`config.mk`:
```
export PLATFORM = sky130hd
export DESIGN_NAME = fracnet_prod_accum_flat
export DESIGN_NICKNAME = d
export VERILOG_FILES = /design/src/rtl/fracnet_prod_accum_pkg.sv /design/src/rtl/fracnet_prod_accum_if.sv /design/src/rtl/fracnet_prod_accum.sv /design/src/flat_wrapper.sv
export SDC_FILE = /design/constraint.sdc
export NUM_CORES = 1
export LEC_CHECK = 0
export BUFFER_PORTS_ARGS = -buffer_cell sky130_fd_sc_hd__buf_4
export CORE_MARGIN = 2
export CORE_UTILIZATION = 40
export CTS_CLUSTER_SIZE = 12
export DETAILED_ROUTE_END_ITERATION = 16
export HOLD_SLACK_MARGIN = 0.1
export SYNTH_ARGS = -nofsm -noshare
export SYNTH_HDL_FRONTEND = slang
export SYNTH_SLANG_ARGS = --single-unit
```
`constraint.sdc`:
```
create_clock -name ap_clk -period 6.9 [get_ports ap_clk]
set_clock_uncertainty 0.05 [all_clocks]
set_input_delay 1.38 -clock ap_clk [delete_from_list [all_inputs] [get_ports ap_clk]]
set_output_delay 1.38 -clock ap_clk [all_outputs]
set_load 0.02 [all_outputs]
```
`src/rtl/fracnet_prod_accum_pkg.sv`:
```
// Shared definitions for the fracnet product accumulator: default widths
// and the controller state encoding.
package fracnet_prod_accum_pkg;

  // Default datapath widths. An ACC_W of PROD_W + CNT_W holds the largest
  // possible sum (max product times max term count) without wrapping.
  localparam int DEF_PROD_W = 16;
  localparam int DEF_CNT_W  = 10;
  localparam int DEF_ACC_W  = DEF_PROD_W + DEF_CNT_W;

  // Controller states.
  typedef enum logic [1:0] {
    ST_IDLE   = 2'd0,
    ST_ACCUM  = 2'd1,
    ST_OUTPUT = 2'd2
  } state_t;

endpackage

```
`src/rtl/fracnet_prod_accum_if.sv`:
```
// Handshake bundle between the 11x5 multiplier stage / result consumer and
// the product accumulator. The accumulator uses the slave view; whoever
// drives the products and consumes the result uses the master view.
interface fracnet_prod_accum_if
  import fracnet_prod_accum_pkg::*;
#(
  parameter int PROD_W = DEF_PROD_W,
  parameter int CNT_W  = DEF_CNT_W,
  parameter int ACC_W  = DEF_ACC_W
);

  // Job control
  logic              start;
  logic [CNT_W-1:0]  num_terms;
  logic              busy;

  // Product stream in
  logic [PROD_W-1:0] prod_data;
  logic              prod_valid;
  logic              prod_ready;

  // Result out
  logic [ACC_W-1:0]  acc_data;
  logic              acc_valid;
  logic              acc_ready;

  modport master (
    output start, num_terms, prod_data, prod_valid, acc_ready,
    input  busy, prod_ready, acc_data, acc_valid
  );

  modport slave (
    input  start, num_terms, prod_data, prod_valid, acc_ready,
    output busy, prod_ready, acc_data, acc_valid
  );

endinterface

```
`src/rtl/fracnet_prod_accum.sv`:
```
// Product accumulator: sums a programmed number of unsigned products from
// the multiplier stage and presents the total on a valid/ready output.
// Controller, term counter and accumulator all live in this one module;
// every output is driven straight from a register.
module fracnet_prod_accum
  import fracnet_prod_accum_pkg::*;
#(
  parameter int PROD_W = DEF_PROD_W,
  parameter int CNT_W  = DEF_CNT_W,
  parameter int ACC_W  = DEF_ACC_W
) (
  input  logic                  ap_clk,
  input  logic                  ap_rst,
  fracnet_prod_accum_if.slave   bus
);

  state_t             state_q;
  logic [ACC_W-1:0]   acc_q;
  logic [CNT_W-1:0]   cnt_q;
  logic [CNT_W-1:0]   num_q;
  logic [ACC_W-1:0]   acc_data_q;
  logic               acc_valid_q;
  logic               prod_ready_q;
  logic               busy_q;

  logic [ACC_W-1:0]   acc_sum_d;
  logic               last_term_d;
  logic               prod_hs_d;

  // Running sum with the incoming product zero-extended; wraps modulo 2^ACC_W.
  assign acc_sum_d   = acc_q + ACC_W'(bus.prod_data);
  // The handshake that completes the job is the one seen with the counter
  // at num_terms-1 (num_q is never 0 while in ST_ACCUM).
  assign last_term_d = (cnt_q == (num_q - CNT_W'(1)));
  // prod_ready_q is only ever high in ST_ACCUM, so this is the handshake.
  assign prod_hs_d   = bus.prod_valid & prod_ready_q;

  // Controller, counter and accumulator; reset wins over every other event.
  always_ff @(posedge ap_clk) begin
    if (ap_rst) begin
      state_q      <= ST_IDLE;
      acc_q        <= '0;
      cnt_q        <= '0;
      num_q        <= '0;
      acc_data_q   <= '0;
      acc_valid_q  <= 1'b0;
      prod_ready_q <= 1'b0;
      busy_q       <= 1'b0;
    end else begin
      unique case (state_q)
        ST_IDLE: begin
          if (bus.start) begin
            acc_q  <= '0;
            cnt_q  <= '0;
            busy_q <= 1'b1;
            if (bus.num_terms != '0) begin
              num_q        <= bus.num_terms;
              prod_ready_q <= 1'b1;
              state_q      <= ST_ACCUM;
            end else begin
              // Empty job: publish a zero sum without touching the stream.
              acc_data_q  <= '0;
              acc_valid_q <= 1'b1;
              state_q     <= ST_OUTPUT;
            end
          end
        end

        ST_ACCUM: begin
          if (prod_hs_d) begin
            acc_q <= acc_sum_d;
            cnt_q <= cnt_q + CNT_W'(1);
            if (last_term_d) begin
              acc_data_q   <= acc_sum_d;
              acc_valid_q  <= 1'b1;
              prod_ready_q <= 1'b0;
              state_q      <= ST_OUTPUT;
            end
          end
        end

        ST_OUTPUT: begin
          // acc_data_q is frozen here until the consumer takes it.
          if (bus.acc_ready) begin
            acc_valid_q <= 1'b0;
            busy_q      <= 1'b0;
            state_q     <= ST_IDLE;
          end
        end

        default: begin
          state_q      <= ST_IDLE;
          acc_valid_q  <= 1'b0;
          prod_ready_q <= 1'b0;
          busy_q       <= 1'b0;
        end
      endcase
    end
  end

  assign bus.prod_ready = prod_ready_q;
  assign bus.acc_data   = acc_data_q;
  assign bus.acc_valid  = acc_valid_q;
  assign bus.busy       = busy_q;

endmodule

```
`src/flat_wrapper.sv`:
```
// flat-port wrapper written by rule: the top's interface ports become plain ports
module fracnet_prod_accum_flat import fracnet_prod_accum_pkg::*;
#(
  parameter int PROD_W = DEF_PROD_W,
  parameter int CNT_W  = DEF_CNT_W,
  parameter int ACC_W  = DEF_ACC_W
)
  (ap_clk, ap_rst, bus_start, bus_num_terms, bus_prod_data, bus_prod_valid, bus_acc_ready, bus_busy, bus_prod_ready, bus_acc_data, bus_acc_valid);
  fracnet_prod_accum_if #(.PROD_W(PROD_W), .CNT_W(CNT_W), .ACC_W(ACC_W)) bus_i ();
  input  logic ap_clk;
  input  logic ap_rst;
  input wire logic [$bits(bus_i.start)-1:0] bus_start;
  input wire logic [$bits(bus_i.num_terms)-1:0] bus_num_terms;
  input wire logic [$bits(bus_i.prod_data)-1:0] bus_prod_data;
  input wire logic [$bits(bus_i.prod_valid)-1:0] bus_prod_valid;
  input wire logic [$bits(bus_i.acc_ready)-1:0] bus_acc_ready;
  output wire logic [$bits(bus_i.busy)-1:0] bus_busy;
  output wire logic [$bits(bus_i.prod_ready)-1:0] bus_prod_ready;
  output wire logic [$bits(bus_i.acc_data)-1:0] bus_acc_data;
  output wire logic [$bits(bus_i.acc_valid)-1:0] bus_acc_valid;
  assign bus_i.start = bus_start;
  assign bus_i.num_terms = bus_num_terms;
  assign bus_i.prod_data = bus_prod_data;
  assign bus_i.prod_valid = bus_prod_valid;
  assign bus_i.acc_ready = bus_acc_ready;
  assign bus_busy = bus_i.busy;
  assign bus_prod_ready = bus_i.prod_ready;
  assign bus_acc_data = bus_i.acc_data;
  assign bus_acc_valid = bus_i.acc_valid;
  fracnet_prod_accum #(.PROD_W(PROD_W), .CNT_W(CNT_W), .ACC_W(ACC_W)) u_core (.ap_clk(ap_clk), .ap_rst(ap_rst), .bus(bus_i));
endmodule
```
==> run summary <==
critical path capture point type = flip-flop
Resized Gates After CTS = 0
outcome = finished clean
drt total wl = 11.05 mm
slack of the critical path = 2.944 ns
vias in the first global route = 3632
crit path cell chain = buf_4 > or4_1 > nor4_1 > nand3_1 > nand2_1 > and2_1 > o21ai_0
Placed Cells = 689
critical path arrival = 4.10 ns
crit path buf inv count = 1
critical path's top delay family = simple AND/OR/NAND/NOR gates
row cnt = 37
worst hold path cell count = 2
top post-synthesis cells by area = dfxtp_1 (36%), a21oi_1 (5.3%), ha_1 (5.3%)
GR Overflow Total = 0
commonest non-fill, non-tap cells in the layout = dfxtp_1 (77), buf_4 (63), nor2_1 (51)
antenna violations before repair = 0
Die Width = 107.2 µm
power per cell area = 197.5 mW/mm²
largest net degree at the start of global routing = 58
relative slew slack = 28.58%
Worst setup SP type = primary input
hold path endpoint = u_core.bus.acc_data[9]
CTS sink count = 77
Avg Cell Area, Syn = 8.198 µm²
CTS tree = yes
Fin. Hold Viols = 0
r2r setup slk = 3.48 ns
Placer Congestion = 0.8519
Slew @ Worst Pin = 1.067 ns
flop and latch count out of synthesis = 77
Worst Hold Class = flip-flop to flip-flop
Via-to-Cell Ratio = 5.550
Setup Buffers After CTS = 0
Final Cycle Share = 57.34%
cell depth of the worst flop-to-flop path = 8
final hold slack = 0.4143 ns
I/O pins = 60
gr usage total = 19.61%
maximum clock path buffer count = 2
Clock Tree Root = clkbuf_8
Seq/Total Area, Yosys = 36.16%
Synth Net Count = 570
r2r endpoint = u_core.bus.acc_data[8]
peak fanout along the critical path = 17
Synth cell types = 64
Post-synth EDFFs = 0
Slowest-stage cell, CP = and2_1
fraction of layout cells with a size suffix above 1 = 15.64%
Yosys top cell area share = 36.16%
First DRT Iteration DRCs = 144
total CTS buffers = 9
final setup fails = 0
Clk Latency, worst-skew pair = 0.35 ns
CTS Hold Bufs = 0
Power Total = 0.9857 mW
area leader, netlist = dfxtp_1
Final nets = 614
H-tree levels = 3
Routed Antenna Nets = 0
CP max stage delay = 0.66 ns
post-route non-filler standard cell count = 705
most common cell after layout, fill and taps aside = dfxtp_1
FFs w/ async S/R, synth = 0%
DP HPWL = 8.034 mm
Lkg Pwr = 1.937 nW
Ys Warns = 0
Main synth FF type = dfxtp_1
max_cap viols = 0
Core Area = 0.01032 mm²
Final Max Tran Viols = 0
first-pass GRT wire length = 17.80 mm
Die Ht = 107.2 µm
synthesis-to-finish area growth = 17.08%
I/O Buffers = 59
WS Path Type = primary input to flip-flop
Reg-to-Reg Start = u_core.num_q[0]
drt pass-1 iters = 4
Max VDD drop = 78.87 µV
Placement Setup Slack = 2.598 ns
Hold Startpoint = u_core.bus.acc_data[9]
unrepaired setup endpoints after global routing = false
WL/cell = 15.68 µm
post-synthesis cell area = 0.004263 mm²
Max Freq = 252.8 MHz
number of diodes = 0
Critical Path RT = 7.05 ns
Initial Utilization = 41.29%
DRC = 0
cells after synthesis = 520
fin crit period = 3.956 ns
full die area = 0.01150 mm²
clk slew on worst S/H paths = 0.08 ns
via count = 3913
setup TNS = 0 ns
## sequential cells by signal, summed over array words and instances, names as in the netlist
signal,cells
u_core.bus.busy,1
u_core.cnt_q,10
u_core.bus.prod_ready,1
u_core.state_q,2
u_core.num_q,10
u_core.acc_q,26
u_core.bus.acc_valid,1
u_core.bus.acc_data,26
## worst reg2reg max path, cell delays in order (launching register included)
cell and delay (ns):
dfxtp_1 0.36, inv_1 0.07, ha_1 0.19, or3b_1 0.47, nor4_1 0.37, o221ai_1 0.33, o31ai_4 0.52, and2_1 0.67
o21ai_0 0.23
## kinds of logic (layout without fill, tap and decap cells)
group,count (synthesis),after routing,share of synthesized area (%)
AO/OA/AOI/OAI,139,139,21.40
XOR/XNOR,40,40,8.218
adder cells (fa/ha/maj),19,19,5.753
buffers and inverters,52,101,4.872
flip-flops,77,77,36.16
multiplexers,15,15,3.581
AND/OR/NAND/NOR,178,178,20.02
## synthesized netlist by cell type, types with 11 or more instances
cell type / n
inv_1: 22
o32ai_1: 11
mux2i_1: 13
nor2_1: 51
nand3_1: 24
o21ai_0: 25
xnor2_1: 21
a21oi_1: 45
dfxtp_1: 77
xor2_1: 19
nand2_1: 48
clkbuf_1: 24
ha_1: 18
## layout make-up
type	count	area, µm²
clock inverters	5	58.81
clock buffers	11	151.4
flip-flops and latches	77	1541
well taps	136	170.2
inverters	22	82.58
fillers	1013	5333
repair buffers	63	473.0
multi-input cells	391	2514
## worst max path at each step
stage,startpoint,end,slack [ns],cells past startpoint
3_5_place_dp,bus_num_terms[2],u_core.bus.acc_data[8],2.60,7
4_1_cts,bus_num_terms[2],u_core.bus.acc_data[8],2.92,7
2_1_floorplan,bus_prod_data[4],u_core.acc_q[25],3.42,9
5_1_grt,bus_num_terms[2],u_core.bus.acc_data[8],2.81,7
6_report,bus_num_terms[2],u_core.bus.acc_data[8],2.94,7
3_3_place_gp,bus_num_terms[2],u_core.bus.acc_data[6],2.67,7
## routing by layer
metal  vias up  GRT usage, %  share of wire [%]
met5         -             0                  0
met4         0         6.586                1.5
met3        17         2.918                3.3
met2        89         32.14                 48
met1      1850         26.33                 47
li1       1957             -                  -
## power breakdown
group	leakage (nW)	internal, mW	switching [mW]
Combinational	1.21	0.0654	0.0959
Clock	0.102	0.187	0.172
Sequential	0.624	0.454	0.0112
Total	1.94	0.707	0.279
## through the flow
step / util, % / area (µm²)
after global routing: 48.35 / 4991
after floorplan: - / 4263
after CTS: 48.35 / 4991
final: 48.35 / 4991
after global placement: 46.31 / 4781
after detailed placement: 46.31 / 4781
Note: power is estimated with default switching activity, not from simulation.
